$ cat config.mk
export PLATFORM = sky130hd
export DESIGN_NAME = instr_prefetch_queue_flat
export DESIGN_NICKNAME = d
export VERILOG_FILES = /design/src/rtl/instr_prefetch_queue_if.sv /design/src/rtl/instr_prefetch_queue.sv /design/src/flat_wrapper.sv
export SDC_FILE = /design/constraint.sdc
export NUM_CORES = 1
export LEC_CHECK = 0
export ABC_AREA = 1
export BUFFER_PORTS_ARGS = -buffer_cell sky130_fd_sc_hd__buf_2
export CAP_MARGIN = 15
export CORE_UTILIZATION = 55
export DETAILED_ROUTE_END_ITERATION = 12
export PLACE_DENSITY = 0.76
export SLEW_MARGIN = 15
export SYNTH_ARGS = -nofsm -noshare
export SYNTH_HDL_FRONTEND = slang
export SYNTH_SLANG_ARGS = --single-unit
$ cat constraint.sdc
create_clock -name clk -period 5.75 [get_ports clk]
set_input_delay 0.2875 -clock clk [delete_from_list [all_inputs] [get_ports clk]]
set_output_delay 0.2875 -clock clk [all_outputs]
set_load 0.02 [all_outputs]
$ cat src/rtl/instr_prefetch_queue_if.sv
// Bundle of the fetch-side memory port and the decode-side handshake of the
// instruction prefetch queue. "master" is the queue itself; "slave" is the
// environment (instruction memory + cpu decode) facing it.
interface instr_prefetch_queue_if #(
    parameter int unsigned ADDR_W = 32,
    parameter int unsigned DATA_W = 32,
    parameter int unsigned DEPTH  = 4
);
    localparam int unsigned CNT_W = $clog2(DEPTH) + 1;

    // memory instruction port
    logic [ADDR_W-1:0] imem_addr;
    logic              imem_req;
    logic [DATA_W-1:0] imem_data;

    // control flow change from the cpu
    logic              redirect;
    logic [ADDR_W-1:0] redirect_pc;

    // decode handshake
    logic              inst_valid;
    logic              inst_ready;
    logic [DATA_W-1:0] inst_out;
    logic [ADDR_W-1:0] inst_pc;

    // occupancy
    logic [CNT_W-1:0]  count;

    modport master (
        output imem_addr,
        output imem_req,
        input  imem_data,
        input  redirect,
        input  redirect_pc,
        output inst_valid,
        input  inst_ready,
        output inst_out,
        output inst_pc,
        output count
    );

    modport slave (
        input  imem_addr,
        input  imem_req,
        output imem_data,
        output redirect,
        output redirect_pc,
        input  inst_valid,
        output inst_ready,
        input  inst_out,
        input  inst_pc,
        input  count
    );
endinterface

$ cat src/rtl/instr_prefetch_queue.sv
// Instruction prefetch queue: issues sequential word fetches to instruction
// memory, buffers each returned instruction with its PC in a small circular
// FIFO, and presents the head to decode over valid/ready. A redirect flushes
// the FIFO and restarts fetch at the (word-aligned) target.
module instr_prefetch_queue #(
    parameter int unsigned       ADDR_W   = 32,
    parameter int unsigned       DATA_W   = 32,
    parameter int unsigned       DEPTH    = 4,
    parameter logic [ADDR_W-1:0] RESET_PC = '0,
    parameter int unsigned       PC_STEP  = 4
) (
    input logic                   clk,
    input logic                   rst,
    instr_prefetch_queue_if.master bus
);
    localparam int unsigned PTR_W = $clog2(DEPTH);
    localparam int unsigned CNT_W = PTR_W + 1;

    // Occupancy state kept in a register so that fetch-enable and
    // head-valid come straight from flops rather than a count compare.
    typedef enum logic [1:0] {
        ST_EMPTY   = 2'd0,
        ST_PARTIAL = 2'd1,
        ST_FULL    = 2'd2
    } occ_e;

    occ_e              state_q,    state_d;
    logic [ADDR_W-1:0] fetch_pc_q, fetch_pc_d;
    logic [PTR_W-1:0]  wr_ptr_q,   wr_ptr_d;
    logic [PTR_W-1:0]  rd_ptr_q,   rd_ptr_d;
    logic [CNT_W-1:0]  count_q,    count_d;
    logic [ADDR_W-1:0] pc_mem_q   [DEPTH];
    logic [ADDR_W-1:0] pc_mem_d   [DEPTH];
    logic [DATA_W-1:0] data_mem_q [DEPTH];
    logic [DATA_W-1:0] data_mem_d [DEPTH];

    logic push;
    logic pop;
    logic head_valid;

    // Handshake qualifiers; push depends only on registered fullness so a
    // same-cycle pop can never make room for a push when full.
    always_comb begin
        push       = rst & ~bus.redirect & (state_q != ST_FULL);
        head_valid = rst & (state_q != ST_EMPTY);
        pop        = head_valid & bus.inst_ready;
    end

    // Next-state: redirect flushes and retargets, otherwise push/pop update
    // the circular buffer, pointers, fetch PC and occupancy.
    always_comb begin
        fetch_pc_d = fetch_pc_q;
        wr_ptr_d   = wr_ptr_q;
        rd_ptr_d   = rd_ptr_q;
        count_d    = count_q;
        pc_mem_d   = pc_mem_q;
        data_mem_d = data_mem_q;

        if (bus.redirect) begin
            fetch_pc_d = bus.redirect_pc & ~ADDR_W'(3);
            wr_ptr_d   = '0;
            rd_ptr_d   = '0;
            count_d    = '0;
        end else begin
            if (push) begin
                pc_mem_d[wr_ptr_q]   = fetch_pc_q;
                data_mem_d[wr_ptr_q] = bus.imem_data;
                wr_ptr_d             = wr_ptr_q + PTR_W'(1);
                fetch_pc_d           = fetch_pc_q + ADDR_W'(PC_STEP);
            end
            if (pop) begin
                rd_ptr_d = rd_ptr_q + PTR_W'(1);
            end
            count_d = count_q + CNT_W'(push) - CNT_W'(pop);
        end

        if (count_d == '0) begin
            state_d = ST_EMPTY;
        end else if (count_d == CNT_W'(DEPTH)) begin
            state_d = ST_FULL;
        end else begin
            state_d = ST_PARTIAL;
        end
    end

    // State registers with synchronous active-low reset.
    always_ff @(posedge clk) begin
        if (!rst) begin
            state_q    <= ST_EMPTY;
            fetch_pc_q <= RESET_PC;
            wr_ptr_q   <= '0;
            rd_ptr_q   <= '0;
            count_q    <= '0;
            pc_mem_q   <= '{default: '0};
            data_mem_q <= '{default: '0};
        end else begin
            state_q    <= state_d;
            fetch_pc_q <= fetch_pc_d;
            wr_ptr_q   <= wr_ptr_d;
            rd_ptr_q   <= rd_ptr_d;
            count_q    <= count_d;
            pc_mem_q   <= pc_mem_d;
            data_mem_q <= data_mem_d;
        end
    end

    // Output drive: head entry shown only while valid, zero when empty.
    always_comb begin
        bus.imem_addr  = fetch_pc_q;
        bus.imem_req   = push;
        bus.inst_valid = head_valid;
        bus.inst_out   = head_valid ? data_mem_q[rd_ptr_q] : '0;
        bus.inst_pc    = head_valid ? pc_mem_q[rd_ptr_q]   : '0;
        bus.count      = count_q;
    end
endmodule
$ cat src/flat_wrapper.sv
// flat-port wrapper written by rule: the top's interface ports become plain ports
module instr_prefetch_queue_flat 
#(
    parameter int unsigned       ADDR_W   = 32,
    parameter int unsigned       DATA_W   = 32,
    parameter int unsigned       DEPTH    = 4,
    parameter logic [ADDR_W-1:0] RESET_PC = '0,
    parameter int unsigned       PC_STEP  = 4
)
  (clk, rst, bus_imem_addr, bus_imem_req, bus_imem_data, bus_redirect, bus_redirect_pc, bus_inst_valid, bus_inst_ready, bus_inst_out, bus_inst_pc, bus_count);
  instr_prefetch_queue_if #(.ADDR_W(ADDR_W), .DATA_W(DATA_W), .DEPTH(DEPTH)) bus_i ();
  input logic clk;
  input logic rst;
  output wire logic [$bits(bus_i.imem_addr)-1:0] bus_imem_addr;
  output wire logic [$bits(bus_i.imem_req)-1:0] bus_imem_req;
  input wire logic [$bits(bus_i.imem_data)-1:0] bus_imem_data;
  input wire logic [$bits(bus_i.redirect)-1:0] bus_redirect;
  input wire logic [$bits(bus_i.redirect_pc)-1:0] bus_redirect_pc;
  output wire logic [$bits(bus_i.inst_valid)-1:0] bus_inst_valid;
  input wire logic [$bits(bus_i.inst_ready)-1:0] bus_inst_ready;
  output wire logic [$bits(bus_i.inst_out)-1:0] bus_inst_out;
  output wire logic [$bits(bus_i.inst_pc)-1:0] bus_inst_pc;
  output wire logic [$bits(bus_i.count)-1:0] bus_count;
  assign bus_imem_addr = bus_i.imem_addr;
  assign bus_imem_req = bus_i.imem_req;
  assign bus_i.imem_data = bus_imem_data;
  assign bus_i.redirect = bus_redirect;
  assign bus_i.redirect_pc = bus_redirect_pc;
  assign bus_inst_valid = bus_i.inst_valid;
  assign bus_i.inst_ready = bus_inst_ready;
  assign bus_inst_out = bus_i.inst_out;
  assign bus_inst_pc = bus_i.inst_pc;
  assign bus_count = bus_i.count;
  instr_prefetch_queue #(.ADDR_W(ADDR_W), .DATA_W(DATA_W), .DEPTH(DEPTH), .RESET_PC(RESET_PC), .PC_STEP(PC_STEP)) u_core (.clk(clk), .rst(rst), .bus(bus_i));
endmodule
==> run summary <==
R2R Setup Slk - 2980 ps
H-tree Lvls - 1
Final min period - 3688 ps
clock slew at reported path FFs - 60 ps
Pins Over Slew Limit - 0
Max-Cap Viols - 0
CTS Buffer Depth - 3
Lkg Pwr - 0.005182 uW
via density per instance - 5.784
most common cell in the netlist - a21oi_1
CTS buffer count - 30
Worst Setup Path Type - in -> out
Core ar. - 23,470 um2
DIE WIDTH - 156.8 um
worst r2r src - u_core.state_q[0]
post_cts resized - 0
Worst Path Required - 5460 ps
R2R cell count - 7
initial DRC count - 1,259
I/O pin count - 169
CP max FO - 85
Yosys warnings - 0
Data arrival, critical path - 3400 ps
Final nets - 2,012
min-delay src - bus_imem_data[21]
cell area after synthesis - 13,180 um2
post-route antenna net violation count - 0
Initial Util - 56.16%
Final HPWL DP - 21,290 um
clock root buffer - clkbuf_16
ys flop type - dfxtp_1
final hold violations - 0
CP endpoint kind - output pin
Mapped Cells - 1,900
Post-synth EDFFs - 0
gr usage total - 30.91%
Final setup violation count - 0
setup tns final - 0 ps
CTS sink count - 287
routed len/inst - 16.92 um
commonest cells in the netlist - a21oi_1 (466), dfxtp_1 (287), o21ai_0 (258)
area leader, netlist - dfxtp_1
CTS tree - done
#FFs+latches synth - 287
Yosys top cell area share - 43.58%
peak supply drop - 0.1900 mV
global-route wire length before repair - 60,930 um
Worst-Margin Slew - 963.2 ps
Pwr Density - 291.9 nW/um2
First-pass DRT Iterations - 6
cell chain of the critical path - buf_2, inv_2, nand2_2, a21oi_4, buf_4, buf_4, buf_2
Async S/R FF share, synth - 0%
Syn Area/Cell - 6.938 um2
slowest stage cell, crit path - buf_4
# rows - 56
GRT overflow - 0
CP peak stage delay - 780 ps
Setup Skew - 18.61 ps
period utilization - 64.14%
Port Buffer Count - 162
Seq/Total Area, Yosys - 43.58%
synthesis-to-finish area growth - 12.22%
Final Cell Area - 14,790 um2
die area - 24,590 um2
via count - 13,160
hold path depth - 3
CP startpoint kind - primary input
RSZ-0062 raised after global routing - false
Hold WC Path Type - in -> reg
RR Endpoint - u_core.bus.imem_addr[17]
fmax - 0.2711 GHz
initial antenna violation count - 1
Clock Latency Late Sink - 560 ps
area of placed instances - 13,830 um2
Synth area leaders - dfxtp_1 (44%), a21oi_1 (18%), o21ai_0 (9.8%)
placer's final routability congestion estimate - 0.9008
vias in the first global route - 11,790
largest net degree at the start of global routing - 86
Die Span Y - 156.8 um
Cell variety after synth - 36
outcome - finished, final reports clean
Routed WL - 38,490 um
relative slew slack - 35.79%
hold-critical path endpoint - u_core.data_mem_q[21]
residual DRC count - 0
fraction of layout cells with a size suffix above 1 - 12.69%
-- cells by family after synthesis --
kind of cell | Yosys count | synth area share, %
AOI/OAI and AO/OA | 745 | 28.69
DFF | 287 | 43.58
buffers and inverters | 348 | 10.49
adders and majority gates | 8 | 0.8162
xor gates and xnor gates | 2 | 0.1329
and+or+nand+nor | 509 | 16.26
other | 1 | 0.02845
-- registers in the layout (all words and copies together) (netlist names) --
| register | flops |
|---|---|
| u_core.data_mem_q | 128 |
| u_core.pc_mem_q | 120 |
| u_core.bus.imem_addr | 30 |
| u_core.bus.count | 3 |
| u_core.rd_ptr_q | 2 |
| u_core.state_q | 2 |
| u_core.wr_ptr_q | 2 |
-- cells in the final DEF (no fill, tap or decap), types with 2 or more instances in the layout --
cell type and n:
clkbuf_1 5, nor3_1 5, nor2_1 78, o22ai_1 3
nor2_2 5, clkbuf_16 31, nand2_4 4, a21oi_1 466
clkinv_2 9, ha_2 2, o21ai_0 258, ha_1 5
a211oi_1 4, conb_1 4, or2_2 3, nand2_1 253
dfxtp_1 285, and2_1 2, o31ai_1 4, inv_2 2
clkbuf_8 6, buf_2 161, a31oi_1 3, inv_1 164
buf_4 17, nand3_1 157
-- per-layer routing --
metal / part of all wire (%) / wire (um) / vias up / global-route usage, %
met5: 0 / 0 / - / 0
met4: 1.7 / 671 / 0 / 8.030
met3: 8.2 / 3170 / 56 / 4.569
met2: 47 / 17900 / 556 / 51.70
met1: 44 / 16750 / 6135 / 41.51
li1: - / - / 6412 / -
-- where the power goes --
| group | switching (uW) | internal, uW |
|---|---|---|
| sequential | 61.7 | 2050 |
| combinational | 256 | 106 |
| clock | 790 | 1050 |
-- layout make-up --
| cell class | instances | area, um2 |
|---|---|---|
| inverters | 169 | 638.1 |
| well taps | 319 | 399.1 |
| repair buffers | 180 | 963.4 |
| fillers | 2189 | 8678 |
| flip-flops and latches | 287 | 5751 |
| diodes | 1 | 2.502 |
| multi-input cells | 1268 | 6112 |
| clock buffers | 42 | 877.1 |
| clock inverters | 9 | 51.30 |
-- worst max path at each step --
stage | start | endpoint
finish | bus_redirect | bus_imem_req
global route | bus_redirect | bus_imem_req
CTS | u_core.rd_ptr_q[0] | bus_inst_out[11]
detailed placement | bus_redirect | bus_imem_req
global placement | bus_redirect | bus_imem_req
floorplan | u_core.state_q[1] | u_core.state_q[1]
-- through the flow --
stage / setup slack [ps] / utilization [%] / total power (uW) / hold WS [ps] / instances
6_report: 2062 / 63.03 / 4318 / 30.13 / 2275
2_1_floorplan: 3324 / - / 2386 / 429.7 / 1903
3_3_place_gp: 2144 / 58.93 / 2498 / 438.5 / 2221
4_1_cts: 1629 / 62.93 / 4333 / 20.03 / 2273
5_1_grt: 1872 / 63.02 / 4464 / 32.85 / 2274
3_5_place_dp: 2114 / 58.93 / 2510 / 443.8 / 2221
-- worst max-delay path, delay by kind of cell --
kind | cells | cell delay [ps]
AOI/OAI and AO/OA | 1 | 210
buffers and inverters | 5 | 2620
and+or+nand+nor | 1 | 250
-- what timing repair did --
item / CTS / global route
setup buffers: 0 / 0
hold buffers: 1 / 0
endpoints found under the hold margin: 1 / 0
No activity file was read; power rests on OpenSTA's default activity.
